[config.mk]
export PLATFORM = sky130hd
export DESIGN_NAME = car_lane_scheduler
export DESIGN_NICKNAME = d
export VERILOG_FILES = /design/src/rtl/car_lane_scheduler_pkg.sv /design/src/rtl/car_lane_scheduler_lane_step.sv /design/src/rtl/car_lane_scheduler.sv
export SDC_FILE = /design/constraint.sdc
export NUM_CORES = 1
export LEC_CHECK = 0
export ABC_AREA = 0
export BUFFER_PORTS_ARGS = -buffer_cell sky130_fd_sc_hd__buf_4
export CORE_ASPECT_RATIO = 0.5
export CORE_MARGIN = 3
export CORE_UTILIZATION = 30
export DETAILED_ROUTE_END_ITERATION = 10
export GPL_TIMING_DRIVEN = 0
export HOLD_SLACK_MARGIN = 0.02
export PLACE_DENSITY_LB_ADDON = 0.15
export SKIP_CTS_REPAIR_TIMING = 1
export SYNTH_ARGS = -nofsm -noshare
export SYNTH_HDL_FRONTEND = slang
export SYNTH_SLANG_ARGS = --single-unit
[constraint.sdc]
create_clock -name clk_i -period 13.3 [get_ports clk_i]
set_clock_uncertainty 0.05 [all_clocks]
set_input_delay 2.66 -clock clk_i [delete_from_list [all_inputs] [get_ports clk_i]]
set_output_delay 2.66 -clock clk_i [all_outputs]
set_load 0.02 [all_outputs]
[src/rtl/car_lane_scheduler_pkg.sv]
// car_lane_scheduler_pkg
// Constants shared by the car lane scheduler and the sprite colour generator:
// screen geometry, lane count and movement step, the per-lane base periods and
// start positions, and the lane-walking FSM state encoding.
package car_lane_scheduler_pkg;

    localparam int NUM_LANES  = 8;
    localparam int LANE_IDX_W = 3;

    localparam logic [9:0] H_DISPLAY = 10'd640;
    localparam logic [9:0] V_DISPLAY = 10'd480;
    localparam logic [3:0] STEP      = 4'd2;

    typedef enum logic [1:0] {
        ST_IDLE   = 2'd0,
        ST_UPDATE = 2'd1,
        ST_DONE   = 2'd2
    } lane_state_e;

    // Base frame period per lane: {4,3,5,2,4,3,5,2}
    function automatic logic [3:0] lane_period(input logic [2:0] idx);
        logic [3:0] p;
        case (idx)
            3'd0, 3'd4: p = 4'd4;
            3'd1, 3'd5: p = 4'd3;
            3'd2, 3'd6: p = 4'd5;
            default:    p = 4'd2;
        endcase
        return p;
    endfunction

    function automatic logic [9:0] lane_init_x(input logic [2:0] idx);
        return 10'(idx) * 10'd80;
    endfunction

    // max(1, period - level) without going negative in 4 bits
    function automatic logic [3:0] lane_eff(input logic [3:0] period, input logic [2:0] level);
        if ({1'b0, level} >= period) begin
            return 4'd1;
        end
        return period - {1'b0, level};
    endfunction

endpackage

[src/rtl/car_lane_scheduler_lane_step.sv]
// car_lane_scheduler_lane_step
// Combinational next-state for one lane: decides whether the lane moves this
// frame and computes the wrapped position.
//   x_i        current position, 0..H_DISPLAY-1
//   div_i      lane frame divider count
//   eff_i      effective period (>= 1)
//   dir_i      1 = move right, 0 = move left
//   x_next_o   position after this update
//   div_next_o divider after this update
module car_lane_scheduler_lane_step
    import car_lane_scheduler_pkg::*;
(
    input  logic [9:0] x_i,
    input  logic [3:0] div_i,
    input  logic [3:0] eff_i,
    input  logic       dir_i,
    output logic [9:0] x_next_o,
    output logic [3:0] div_next_o
);

    logic [10:0] x_ext;
    logic [10:0] right_sum;
    logic        move;

    always_comb begin
        x_ext      = {1'b0, x_i};
        right_sum  = x_ext + 11'(STEP);
        // >= rather than == so a level raise mid-count moves on the next update
        move       = (div_i >= (eff_i - 4'd1));
        x_next_o   = x_i;
        div_next_o = div_i + 4'd1;
        if (move) begin
            div_next_o = '0;
            if (dir_i) begin
                x_next_o = (right_sum >= 11'(H_DISPLAY)) ? 10'(right_sum - 11'(H_DISPLAY))
                                                         : right_sum[9:0];
            end else begin
                x_next_o = (x_i < 10'(STEP)) ? 10'(x_ext + 11'(H_DISPLAY) - 11'(STEP))
                                             : 10'(x_ext - 11'(STEP));
            end
        end
    end

endmodule

[src/rtl/car_lane_scheduler.sv]
// car_lane_scheduler
// Updates the eight car lane positions once per frame, during vertical blanking,
// one lane per clock.
//   clk_i          pixel clock
//   rst_ni         asynchronous active-low reset
//   v_count_i      current VGA line
//   level_i        difficulty 0..7 (higher = faster)
//   pause_i        freezes all motion while high
//   car_x_o        packed lane positions, lane i at [i*10 +: 10]
//   frame_tick_o   one-cycle pulse at each vblank start
//   busy_o         high while lanes are being updated
//   update_done_o  one-cycle pulse after the last lane is written
//
// state   | meaning
// --------+-------------------------------------------------------------
// IDLE    | waiting for frame start (held here while paused)
// UPDATE  | writing lane lane_idx_q, one lane per clock
// DONE    | sweep finished, pulse update_done_o, back to IDLE
module car_lane_scheduler
    import car_lane_scheduler_pkg::*;
(
    input  logic                      clk_i,
    input  logic                      rst_ni,
    input  logic [9:0]                v_count_i,
    input  logic [2:0]                level_i,
    input  logic                      pause_i,
    output logic [10*NUM_LANES-1:0]   car_x_o,
    output logic                      frame_tick_o,
    output logic                      busy_o,
    output logic                      update_done_o
);

    lane_state_e           state_q, state_d;
    logic [LANE_IDX_W-1:0] lane_idx_q, lane_idx_d;
    logic                  vmatch_q;
    logic                  frame_tick_q;
    logic [9:0]            x_q   [NUM_LANES];
    logic [3:0]            div_q [NUM_LANES];

    logic                  frame_start;
    logic                  lane_we;
    logic [3:0]            eff_cur;
    logic [9:0]            x_next;
    logic [3:0]            div_next;

    assign frame_start = (v_count_i == V_DISPLAY) && !vmatch_q;
    assign eff_cur     = lane_eff(lane_period(lane_idx_q), level_i);
    // A pause arriving mid-sweep stalls on the current lane without writing it
    assign lane_we     = (state_q == ST_UPDATE) && !pause_i;

    car_lane_scheduler_lane_step u_lane_step (
        .x_i        (x_q[lane_idx_q]),
        .div_i      (div_q[lane_idx_q]),
        .eff_i      (eff_cur),
        .dir_i      (lane_idx_q[0]),
        .x_next_o   (x_next),
        .div_next_o (div_next)
    );

    always_comb begin
        state_d    = state_q;
        lane_idx_d = lane_idx_q;
        case (state_q)
            ST_IDLE: begin
                if (frame_start && !pause_i) begin
                    state_d    = ST_UPDATE;
                    lane_idx_d = '0;
                end
            end
            ST_UPDATE: begin
                if (!pause_i) begin
                    lane_idx_d = lane_idx_q + 1'b1;
                    if (lane_idx_q == LANE_IDX_W'(NUM_LANES - 1)) begin
                        state_d = ST_DONE;
                    end
                end
            end
            ST_DONE: state_d = ST_IDLE;
            default: state_d = ST_IDLE;
        endcase
    end

    always_ff @(posedge clk_i or negedge rst_ni) begin
        if (!rst_ni) begin
            state_q      <= ST_IDLE;
            lane_idx_q   <= '0;
            vmatch_q     <= 1'b0;
            frame_tick_q <= 1'b0;
            for (int i = 0; i < NUM_LANES; i++) begin
                x_q[i]   <= lane_init_x(3'(i));
                div_q[i] <= '0;
            end
        end else begin
            state_q      <= state_d;
            lane_idx_q   <= lane_idx_d;
            vmatch_q     <= (v_count_i == V_DISPLAY);
            frame_tick_q <= frame_start;
            if (lane_we) begin
                x_q[lane_idx_q]   <= x_next;
                div_q[lane_idx_q] <= div_next;
            end
        end
    end

    for (genvar g = 0; g < NUM_LANES; g++) begin : g_car_x
        assign car_x_o[g*10 +: 10] = x_q[g];
    end

    assign frame_tick_o  = frame_tick_q;
    assign busy_o        = (state_q == ST_UPDATE);
    assign update_done_o = (state_q == ST_DONE);

endmodule

==> impl_metrics.yaml <==
outcome:
  status: "complete, no violations"
placed_design:
  pre_cts_ws_ps: 6360
  dpl.cell_count: 926
  dpl-instance-area_um2: 7450
  io_buffers: 98
  hpwl_um: 14100
  place_congestion: 0.891
critical_path:
  cp_slowest_cell: "clkbuf_1"
  required_ps: 13520
  cp-start-kind: "input port"
  cp-end-kind: "register"
  critPathMaxStageDelay_ps: 490
  critPathMostFrequentCell: "ha_1"
  crit_arrival_ps: 6760
  crit_chain: "buf_4, ha_1, fa_1, inv_1, fa_1, inv_1, a31oi_1, and2_1, ha_1, ha_1, a21o_1, a211oi_1, nor2_1, clkbuf_1, clkbuf_1, nand2_1, o21ai_1, o21ai_0"
  cp_top_family: "adder cells"
  r2r_slack_ps: 7430
  crit_buf_inv: 5
  crit_type: "input port to register"
  worstPathMaxFanout: 10
timing:
  grt_setup_unrepaired: "no"
  finalWorstSetupSlack_ps: 6760
  hold_viol: 0
  period_share: 0.491
  finalSetupViolCount: 0
  slew_headroom: 0.479
  fmax_mhz: 153
  worstMarginPinSlew_ps: 780
  period_needed_ps: 6540
  setup_tns_ps: 0
  maxSlewViolCount: 0
pwr:
  switching_share: 0.399
  power_frac_comb: 0.355
  powerDensity_nw_per_um2: 165
  internal_power_mw: 0.797
  pwr-share-seq: 0.291
  clockPowerShare: 0.354
  ir_drop_v: 0.0000852
  p_sw_mw: 0.530
  leakage_nw: 3.79
cells_and_area:
  n_antenna_cell: 0
  areaGrowthSynthToFinish_pct: 26.7
  seqCellArea_um2: 3000
  multi_input_area_um2: 3120
  layout.cells.non_filler: 958
  drive_gt1_frac: 0.377
  fin_nets: 714
  fillers: 2024
  stdcell_area_um2: 8040
yosys:
  synth_edf_count: 0
  yosysWarnings: 0
  async_reset_ff_frac: 1.00
  synth_seq_area_share: 0.473
  syn-cell-area_um2: 6350
  syn_inst: 561
  synth_ff_type: "dfrtp_1"
  avgSynthCellArea_um2: 11.3
  syn_nets: 596
  ys_ff_latch: 119
  ys_types: 68
clocking:
  ctsRootBufferMaster: "clkbuf_16"
  cts_tree: "done"
  h-tree-depth: 4
  clk_latency_ps: 420
  cts_made_buffers: 17
  clock-sinks: 119
  cts_buffer_depth: 2
  clk_transition_reported_paths_ps: 70
drt:
  wire_per_inst_um: 20.4
  drtPass1Iterations: 5
  drt-initial-drc-count: 296
  routed_wirelength_um: 19500
  drc: 0
  vias: 4864
  drtAntennaViolNets: 0
  vias_per_cell: 5.08
die:
  die_h_um: 109
  rows: 36
  core_area_um2: 20100
  ios: 99
  dieArea_um2: 23000
  initial_core_util: 0.316
  fp.dieW_um: 212
global_route:
  grt_pass1_wl_um: 30400
  grt_max_degree: 75
  antenna_found_initial: 0
  grt-ovfl-total: 0
  track_usage: 0.176
  grt_pass1_vias: 5028
min_path:
  hold_class: "register to register"
job:
  cap_violations: 0
## worst register-to-register path, stage by stage (launching register included)
cell and delay, ps:
dfrtp_1 450, buf_2 350, inv_2 210, buf_2 300
ha_1 320, inv_1 60, ha_1 210, fa_1 370
inv_1 80, fa_1 150, inv_1 40, a31oi_1 270
and2_1 220, ha_1 240, ha_1 270, a21o_1 100
a211oi_1 90, nor2_1 310, clkbuf_1 490, clkbuf_1 460
nand2_1 90, o21ai_1 380, o21ai_0 210
## cell type report
cell class / instances / share of cell area
clock inverter: 15 / 0.0210
multi-input combinational: 393 / 0.388
inverter: 17 / 0.00794
tap: 266 / 0.0414
sequential: 119 / 0.373
buffer: 32 / 0.0201
timing repair buffer: 99 / 0.0954
clock buffer: 17 / 0.0529
## state kept, by name (all words and copies together), names as in the netlist
signal / cells
state_q: 2
frame_tick_o: 1
car_x_o: 80
lane_idx_q: 3
div_q: 32
vmatch_q: 1
## cells by family after synthesis
kind of cell    count (synthesis)  share of synthesized area
compound gates                109                      0.113
simple gates                  156                      0.116
flops                         119                      0.473
mux                            95                      0.202
fa+ha+maj                      19                     0.0398
xor+xnor                       14                     0.0205
buf+inv                        49                     0.0355
## placed cells by master (no fill, tap or decap), drive strengths merged, types with 8 or more instances in the layout
| master | Yosys | routed |
|---|---|---|
| dfstp | 20 | 20 |
| dfrtp | 99 | 99 |
| o21ai | 52 | 52 |
| mux2 | 65 | 65 |
| ha | 17 | 17 |
| mux2i | 11 | 11 |
| clkbuf | 21 | 38 |
| a21oi | 8 | 8 |
| o31ai | 8 | 8 |
| buf | 11 | 110 |
| nor2 | 22 | 22 |
| inv | 17 | 23 |
| mux4 | 19 | 19 |
| nand2 | 85 | 85 |
## layer usage
layer	up-vias	track usage	wire, µm
met2	118	0.255	8370
met3	27	0.0322	727
met5	-	0	0
met1	2450	0.264	10100
met4	0	0.0587	380
li1	2269	-	-
## final timing paths
path                               start            to  cells after the start
max                           level_i[0]   car_x_o[12]                     18
min                             vmatch_q  frame_tick_o                      1
max reg2reg                lane_idx_q[0]   car_x_o[12]                     22
min reg2reg                     vmatch_q  frame_tick_o                      1
max in group asynchronous         rst_ni   car_x_o[73]                      2
min in group asynchronous         rst_ni   car_x_o[55]                      1
## stage by stage
| step | power [mW] | hold slack (ps) | util |
|---|---|---|---|
| 2_1_floorplan | 0.693 | 346 | - |
| 3_3_place_gp | 0.855 | 381 | 0.369 |
| 3_5_place_dp | 0.859 | 384 | 0.371 |
| 4_1_cts | 1.33 | 388 | 0.400 |
| 5_1_grt | 1.40 | 411 | 0.400 |
| 6_report | 1.33 | 385 | 0.400 |
## cells in the mapped netlist (8+ instances only)
cell       n  area, µm²
ha_1      17        213
mux2_2    65        732
dfrtp_1   99       2480
mux2i_1   10        100
clkbuf_1  21       78.8
nor2_1    22       82.6
o31ai_1    8       60.1
nand2_1   85        319
o21ai_0   49        245
dfstp_2   20        526
inv_1     16       60.1
mux4_2    19        428
## power by group through the flow
stage / Sequential (mW) / Clock, mW / Combinational [mW]
after floorplan: 0.398 / 0 / 0.295
after detailed placement: 0.392 / 0 / 0.467
after CTS: 0.385 / 0.477 / 0.470
final: 0.386 / 0.470 / 0.471
after global routing: 0.387 / 0.495 / 0.521
after global placement: 0.392 / 0 / 0.463
Power figures use the tool's default switching activity.
